--- src/rtl/cmn_fifo_rd.sv ---
// Read-side drainer for cmn_fifo: pops the FIFO head into a 2-entry skid buffer
// and presents it as a registered valid/ready stream with a transfer counter.
module cmn_fifo_rd #(
  parameter int DW = 32,
  parameter int CW = 16
) (
  input  logic          clk,
  input  logic          rst,
  input  logic          fifo_empty,
  input  logic [DW-1:0] fifo_rdata,
  output logic          fifo_re,
  output logic          m_valid,
  output logic [DW-1:0] m_data,
  input  logic          m_ready,
  input  logic          flush,
  output logic [CW-1:0] cnt
);

  typedef enum logic [1:0] {EMPTY = 2'd0, ONE = 2'd1, FULL = 2'd2} state_t;

  state_t        state, state_nxt;
  logic          wr_idx, rd_idx;
  logic [DW-1:0] mem [2];
  logic          push, pop;

  // Pop strobe depends only on occupancy, never on m_ready; rst gates it so
  // nothing is popped while the buffer is held in reset.
  assign fifo_re = !rst && !fifo_empty && !flush && (state != FULL);
  assign push    = fifo_re;
  assign m_valid = (state != EMPTY);
  assign pop     = m_valid && m_ready;
  assign m_data  = mem[rd_idx];

  always_comb begin
    state_nxt = state;
    case (state)
      EMPTY:   if (push) state_nxt = ONE;
      ONE: begin
        if (push && !pop)      state_nxt = FULL;
        else if (pop && !push) state_nxt = EMPTY;
      end
      FULL:    if (pop) state_nxt = ONE;
      default: state_nxt = EMPTY;
    endcase
    if (flush) state_nxt = EMPTY;
  end

  always_ff @(posedge clk or posedge rst) begin
    if (rst) begin
      state  <= EMPTY;
      wr_idx <= 1'b0;
      rd_idx <= 1'b0;
    end else if (flush) begin
      state  <= EMPTY;
      wr_idx <= 1'b0;
      rd_idx <= 1'b0;
    end else begin
      state <= state_nxt;
      if (push) wr_idx <= ~wr_idx;
      if (pop)  rd_idx <= ~rd_idx;
    end
  end

  // A pop coinciding with flush still completes, so the counter ignores flush.
  always_ff @(posedge clk or posedge rst) begin
    if (rst)      cnt <= '0;
    else if (pop) cnt <= cnt + CW'(1);
  end

  always_ff @(posedge clk) begin
    if (push) mem[wr_idx] <= fifo_rdata;
  end

endmodule

--- config.mk ---
export PLATFORM = sky130hd
export DESIGN_NAME = cmn_fifo_rd
export DESIGN_NICKNAME = d
export VERILOG_FILES = /design/src/rtl/cmn_fifo_rd.sv
export SDC_FILE = /design/constraint.sdc
export NUM_CORES = 1
export LEC_CHECK = 0
export ABC_CLOCK_PERIOD_IN_PS = 4000
export CORE_MARGIN = 4
export CORE_UTILIZATION = 45
export CTS_BUF_LIST = sky130_fd_sc_hd__clkbuf_2 sky130_fd_sc_hd__clkbuf_4 sky130_fd_sc_hd__clkbuf_8
export DETAILED_ROUTE_END_ITERATION = 8
export PLACE_DENSITY_LB_ADDON = 0.05
export SYNTH_ARGS = -nofsm -noshare
export SYNTH_HDL_FRONTEND = slang
export SYNTH_SLANG_ARGS = --single-unit
--- constraint.sdc ---
create_clock -name clk -period 4 [get_ports clk]
set_clock_uncertainty 0.15 [all_clocks]
set_input_delay 0.4 -clock clk [delete_from_list [all_inputs] [get_ports clk]]
set_output_delay 0.4 -clock clk [all_outputs]
set_load 0.05 [all_outputs]
# Word level (Yosys, flattened, before mapping)
# Memories as Yosys holds them, arrays and structs flattened.
# Index checks and enable logic that the tools add are counted.
# word_totals
out_inout_bits	50
ramBits	64
regBits	20
romBits	0
inputBits	37
latch_bits	0
wordCells	42
n_memories	1
# mem_list
name	depth	word_bits	rd	rd_ports_with_merged_regs	write_ports	line	source
mem	2	32	1	0	1	23	logic [DW-1:0] mem [2];
# classes
n_bitwise	2
shift	0
add_sub_neg	1
n_reduce_logical	16
n_div	0
n_mux	12
order_cmp	0
n_mul	0
n_eq_ne	6
# ops
cell	n
adder 16 x 1 -> 16 bit, second input constant	1
two-way mux 2 bit	5
logical AND 1 bit	6
two-way mux 1 bit	6
inequality test 3 bit, second input constant	2
one-hot mux 2 bit (3 select lines)	1
nonzero test 2 bit	3
logical NOT 1 bit	5
inequality test 4 bit, second input constant	1
AND reduction 3 bit	1
== test 2 x 1 -> 1 bit, second input constant	1
== test 2 bit, second input constant	1
logical NOT 2 bit	1
inequality test 2 bit, second input constant	1
inverter 1 bit	2

# Longest topological paths before layout
# Gate-level depths: netlist of the first run.
# logic_depth
word_depth	10
depth_mapped	5

# Worst setup path after synthesis of the first run
# Ideal clock, no wire load.
# synth_path
path_kind	register -> register
start	register state[0]
end	memory mem[0][0] (enable)
path_stages_with_launch	4
slack_ns	0.347
synth_period_minus_slack_ns	3.653
t_arrival_ns	3.042
t_required_ns	3.389
setup_ns	0.461
n_path_buf	0
path_cell_list	dfrtp_1 > and2b_2 > nand2b_1 > nor3_1
# synth_via
elab_chain_len	4
# synth_rtl
element	line	source
start, declared	21	state_t state, state_nxt;
start signal, assigned	58	state <= state_nxt;
inequality test 2 bit	28	assign fifo_re = !rst && !fifo_empty && !flush && (state != FULL);
logical AND 1 bit	28	
two-way mux 1 bit	71	if (push) mem[wr_idx] <= fifo_rdata;
two-way mux 1 bit (not written as such)	71	
end, declared	23	
# Every way passes these cells.

# Final worst setup path of the first run
# layout_path
start	register rd_idx
end	output m_data[1]
# layout_via
elab_chain_len	1
# layout_rtl
element	line	source
start, declared	22	logic wr_idx, rd_idx;
start signal, assigned	60	if (pop) rd_idx <= ~rd_idx;
memory read (2 x 32 bit)	--	
end, declared	13	output logic [DW-1:0] m_data,
# Every way passes these cells.

==> results of run 1 <==
-- metal layers --
layer / vias up / share of wire (%)
met3: 5 / 5.5
met5: - / 0
met4: 0 / 1.0
li1: 879 / -
met1: 882 / 44
met2: 49 / 49
-- registers in the layout (all words and copies together) (netlist names) --
register / flops
cnt: 16
mem: 64
rd_idx: 1
state: 2
wr_idx: 1
-- cells by family after synthesis --
logic type                 after synthesis  synth area share (%)
xor gates and xnor gates                17                 4.810
muxes                                   33                 11.39
buffers and inverters                    6                0.8078
AOI/OAI and AO/OA                        5                 1.270
DFF                                     84                 74.49
adders and majority gates                1                0.3847
and+or+nand+nor                         39                 6.849
-- per-stage QoR --
stage                     hold slack, ns  setup slack, ns  total power [µW]  utilization [%]
after floorplan                   0.2138           0.3465              1238                -
after global placement            0.3173            1.364              1371            61.32
after detailed placement          0.3149            1.347              1372            61.32
after CTS                         0.3280            1.033              1902            63.84
after global routing              0.3498           0.9603              1961            63.84
final                             0.3247            1.091              1876            63.84
-- layout by cell type, fill, tap and decap left out, types with 4 or more instances in the layout --
| master | n |
|---|---|
| dfrtp_1 | 20 |
| nand4_1 | 4 |
| nand3_1 | 4 |
| edfxtp_1 | 64 |
| clkdlybuf4s50_1 | 86 |
| mux2_2 | 32 |
| nand2_1 | 8 |
| xnor2_1 | 11 |
| nor2_1 | 8 |
| xor2_1 | 5 |
| clkbuf_8 | 9 |
-- synth_stat cells, drive strengths merged --
cell | instances | area [µm²]
nand2 | 8 | 30.03
nor3 | 5 | 41.29
a21oi | 2 | 10.01
o21ai | 1 | 8.760
edfxtp | 64 | 1922
and3 | 2 | 12.51
nor2 | 8 | 30.03
nand4 | 4 | 25.02
mux2i | 1 | 10.01
and4 | 1 | 11.26
and2 | 2 | 13.77
o22a | 1 | 10.01
xor2 | 6 | 60.06
buf | 3 | 15.01
nand2b | 1 | 6.260
dfrtp | 20 | 500.5
o211ai | 1 | 12.51
and2b | 2 | 17.52
xnor2 | 11 | 96.34
nand3 | 4 | 20.02
mux2 | 32 | 360.4
or2 | 2 | 15.02
inv | 2 | 7.510
clkbuf | 1 | 3.750
ha | 1 | 12.51
-- power groups by stage --
stage	registers (µW)	logic [µW]	clock network (µW)
3_3_place_gp	1030	346	0
4_1_cts	1010	348	547
2_1_floorplan	1080	155	0
6_report	1010	344	526
3_5_place_dp	1020	347	0
5_1_grt	1010	363	584
-- final cells by class --
type                       instances  area, µm²
clock inverter                     7      50.05
fill                             552       2497
inverter                           2      7.507
multi-input combinational         95      809.5
timing repair buffer              88      875.8
clock buffer                       9      123.9
sequential                        84       2422
tap                               96      120.1
-- worst max-delay path, stage by stage, from the launching register on --
cell and delay (ns):
dfrtp_1 0.49, buf_4 0.42, mux2_2 0.40, clkdlybuf4s50_1 0.71
-- final timing paths --
kind | end | slack (ns) | cells past startpoint
max in group asynchronous | cnt[1] | 2.82 | 2
worst min register to register | cnt[15] | 0.32 | 1
worst max-delay path | m_data[1] | 1.09 | 3
worst min-delay path | cnt[15] | 0.32 | 1
min in group asynchronous | cnt[14] | 0.40 | 2
worst max register to register | mem[1][31] | 1.72 | 4
==> flow_summary.ini, run 1 <==
[power]
p_seq_share_pct = 53.6
p_clk_share_pct = 28.0
vdd_ir_drop_max_mv = 0.4220
swShare_pct = 28.61
p_switching_uw = 536.7
p_int_uw = 1339
p_leak_uw = 0.001586
share_comb_of_total_power_pct = 18.3
power.density_nw_per_um2 = 425.5

[sta]
min_period_over_period_pct = 72.72
tightest_slew_ns = 0.7813
fmax_mhz = 343.8
rsz0062_at_grt = no
setup_tns_ns = 0
finalSetupViolCount = 0
period_needed_ns = 2.909
hold_viol_final = 0
drv_slew = 0
slew_headroom_pct = 47.92

[floorplan]
start_util_pct = 47.08
die_w_um = 93.01
core_area_um2 = 6907
fp.dieH_um = 93.01
ios = 87
num_rows = 30
die_area_um2 = 8651

[placed_design]
hpwl_um = 3750
placed_cells = 365
gp_congestion = 0.7315
io_buffers = 86
placed_cell_area_um2 = 4235

[synth]
ys_types = 30
syn_nets = 223
ys_seq_elements = 84
yosys_warnings = 0
ys_seq_area_share_pct = 74.49
syn_area_um2 = 3252
postSynthAreaPerCell_um2 = 17.58
synth_cells = 185

[finish]
final_cells = 381
nNetsFinal = 318
antenna_cells = 0
syn_to_final_growth_pct = 35.59
drive_gt1_share_pct = 22.11
design_area_um2 = 4409

[setup_path]
cp_data_arrival_time_ns = 2.36
cp_max_fo = 28
timing_worst_setup_path_type = register to output pin
cp-startpoint = rd_idx
r2r_start = state[0]
required_ns = 3.45
startpoint_type = register
critPathCaptureType = output pin

[min_path]
hold_start = cnt[15]
hold_path_class = register to register

[route]
wl_per_cell_um = 15.03
vias = 1815
ant_nets = 0
first_pass_iters = 4
routed_via_density = 4.764
routed_wirelength_um = 5725
drc_errors = 0
drtIter0Drc = 58

[cts]
clock_latency_ns = 0.34
cts_hold_buf = 0
post_cts.repair.setup_buffers = 0
clock_path_buffers = 2
cts-resized-gates = 0
htreeDepth = 3
cts_buffers = 9
clkSinkCount = 84
clk_pin_slew_ns = 0.09
cts_root_buf = clkbuf_8
tritoncts = done

[job]
maxCapViolCount = 0

[global_routing]
gr-usage-met2_pct = 21.72
grt_pass1_vias = 1884
grt_pass1_wl_um = 9239
gr-usage-met1_pct = 17.89
grt_overflow = 0
use_met3_pct = 3.862
antenna_found_initial = 0
grt-busiest-layer = met2
grt_max_degree = 33
track_usage_pct = 13.91

[outcome]
status = complete, no violations
Note: power is estimated with default switching activity, not from simulation.
==> inputs of run 2 (changes only) <==
--- a/config.mk
+++ b/config.mk
@@ -5,7 +5,7 @@
 export SDC_FILE = /design/constraint.sdc
 export NUM_CORES = 1
 export LEC_CHECK = 0
-export ABC_CLOCK_PERIOD_IN_PS = 4000
+export ABC_CLOCK_PERIOD_IN_PS = 2570
 export CORE_MARGIN = 4
 export CORE_UTILIZATION = 45
 export CTS_BUF_LIST = sky130_fd_sc_hd__clkbuf_2 sky130_fd_sc_hd__clkbuf_4 sky130_fd_sc_hd__clkbuf_8
==> constraint.sdc (replaced) <==
create_clock -name clk -period 2.57 [get_ports clk]
set_clock_uncertainty 0.15 [all_clocks]
set_input_delay 0.257 -clock clk [delete_from_list [all_inputs] [get_ports clk]]
set_output_delay 0.257 -clock clk [all_outputs]
set_load 0.05 [all_outputs]
==> run 2 against run 1 <==
  * Design area grew 9.3%
  * Via count is 1.2% higher
  * Core utilization increased by 6.0 points
  * Setup slack worse by 0.76 ns
  * Highest routed layer unchanged
  * Final cell count grew 0.52%
  * Critical path depth is 1 lower
  * Sequential power is 55% higher
  * Worst hold slack got worse by 0.059 ns
==> flow_summary.ini, run 2 (same netlist as run 1, synthesis figures left out) <==
[route]
ant_nets = 0
first_pass_iters = 4
routed_wirelength_um = 6121
vias = 1837
drc_errors = 0
routed_via_density = 4.796
wl_per_cell_um = 15.98
drtIter0Drc = 65

[finish]
mostFrequentLayoutCells = edfxtp_1 (64), clkdlybuf4s50_1 (53), buf_12 (34)
regMostFlops = mem
nNetsFinal = 320
largest_reg_flops = 64
antenna_cells = 0
syn_to_final_growth_pct = 48.25
final_common_cell = edfxtp_1
drive_gt1_share_pct = 34.15
reg.largest.list = mem x64, cnt x16, state x2

[power]
finalPower_uw = 3232
power.density_nw_per_um2 = 670.3
p_leak_uw = 0.001805
vdd_ir_drop_max_mv = 0.4862

[global_routing]
grt_pass1_wl_um = 10030
grt_max_degree = 29
antenna_found_initial = 0
grt_pass1_vias = 1938
grt_overflow = 0
track_usage_pct = 15.26

[setup_path]
cp_max_fo = 7
cp_data_arrival_time_ns = 1.84
required_ns = 2.16
startpoint_type = register
timing_worst_setup_path_type = register to output pin
critical-path-max-stage-delay_ns = 0.70
crit_chain = or2_2 -> clkdlybuf4s50_1
crit_path_top_delay_cell = clkdlybuf4s50_1
critPathCaptureType = output pin

[placed_design]
io_buffers = 86
preCtsSetupSlack_ns = 0.4158
gp_congestion = 0.7265
hpwl_um = 4263

[cts]
cts_hold_buf = 0
cts_buffers = 9
clock_latency_ns = 0.34
cts_root_buf = clkbuf_8
post_cts.repair.setup_buffers = 0
htreeDepth = 3
cts-resized-gates = 0
tritoncts = done
clkSinkCount = 84
clock_path_buffers = 2
clk_pin_slew_ns = 0.08

[floorplan]
fp.dieH_um = 93.01
num_rows = 30
die_area_um2 = 8651
ios = 87
start_util_pct = 47.08
die_w_um = 93.01
core_area_um2 = 6907

[sta]
drv_slew = 0
hold_viol_final = 0
finalSetupViolCount = 0
fmax_mhz = 445.7
period_needed_ns = 2.244
min_period_over_period_pct = 87.30
rsz0062_at_grt = no
tightest_slew_ns = 0.7886
fin_hold_ws_ns = 0.2654
setup_slack_ns = 0.3263
slew_headroom_pct = 47.37

[min_path]
hold_path_class = input port to async pin

[outcome]
status = complete, no violations

[job]
maxCapViolCount = 0
==> run 2: cell count changes in the layout (fill, tap and decap cells not counted) <==
cell             before  now
bufinv_16             0    2
clkinv_2              1    0
buf_4                 2    3
buf_12                0   34
nor3_4                1    2
clkinv_4              1    0
clkinvlp_4            2    1
nor3_2                2    1
clkdlybuf4s50_1      86   53
inv_6                 2    3
==> run 2: cell type report <==
class | count | area (µm²)
multi-input cells | 95 | 815.8
fillers | 470 | 2086
repair buffers | 90 | 1234
inverters | 2 | 7.507
well taps | 96 | 120.1
clock buffers | 9 | 123.9
clock inverters | 7 | 97.59
flip-flops and latches | 84 | 2422
==> run 2: metal layers <==
layer	GRT usage [%]	vias to the layer above	routed length, µm
li1	-	884	-
met1	19.59	894	2630
met2	24.60	51	3135
met3	4.907	8	289
met4	5.128	0	67
met5	0	-	0
==> run 2: final timing paths <==
| check | start | end | slack [ns] | cells past startpoint |
|---|---|---|---|---|
| max reg2reg | state[0] | mem[1][9] | 0.53 | 5 |
| min | rst | state[0] | 0.27 | 2 |
| max in group asynchronous | rst | cnt[11] | 1.51 | 2 |
| max | state[0] | m_valid | 0.33 | 2 |
| min in group clk | cnt[15] | cnt[15] | 0.33 | 1 |
| min reg2reg | cnt[15] | cnt[15] | 0.33 | 1 |
==> run 2: worst max-delay path, delay by kind of cell (launching register included) <==
family	cells	cell delay (ns)
DFF	1	0.46
and+or+nand+nor	1	0.33
buffers and inverters	1	0.70
==> run 2: power breakdown <==
part	internal [µW]	switching [µW]
registers	1520	50.6
logic	283	343
clock network	554	483
total	2350	877
==> run 2: metrics by stage <==
step,instance area (µm²),util [%],setup TNS (ns),instances
2_1_floorplan,3258,-,-7.073,185
3_3_place_gp,4599,66.59,0,367
3_5_place_dp,4599,66.59,0,367
4_1_cts,4821,69.80,0,383
5_1_grt,4821,69.80,0,383
6_report,4821,69.80,0,383
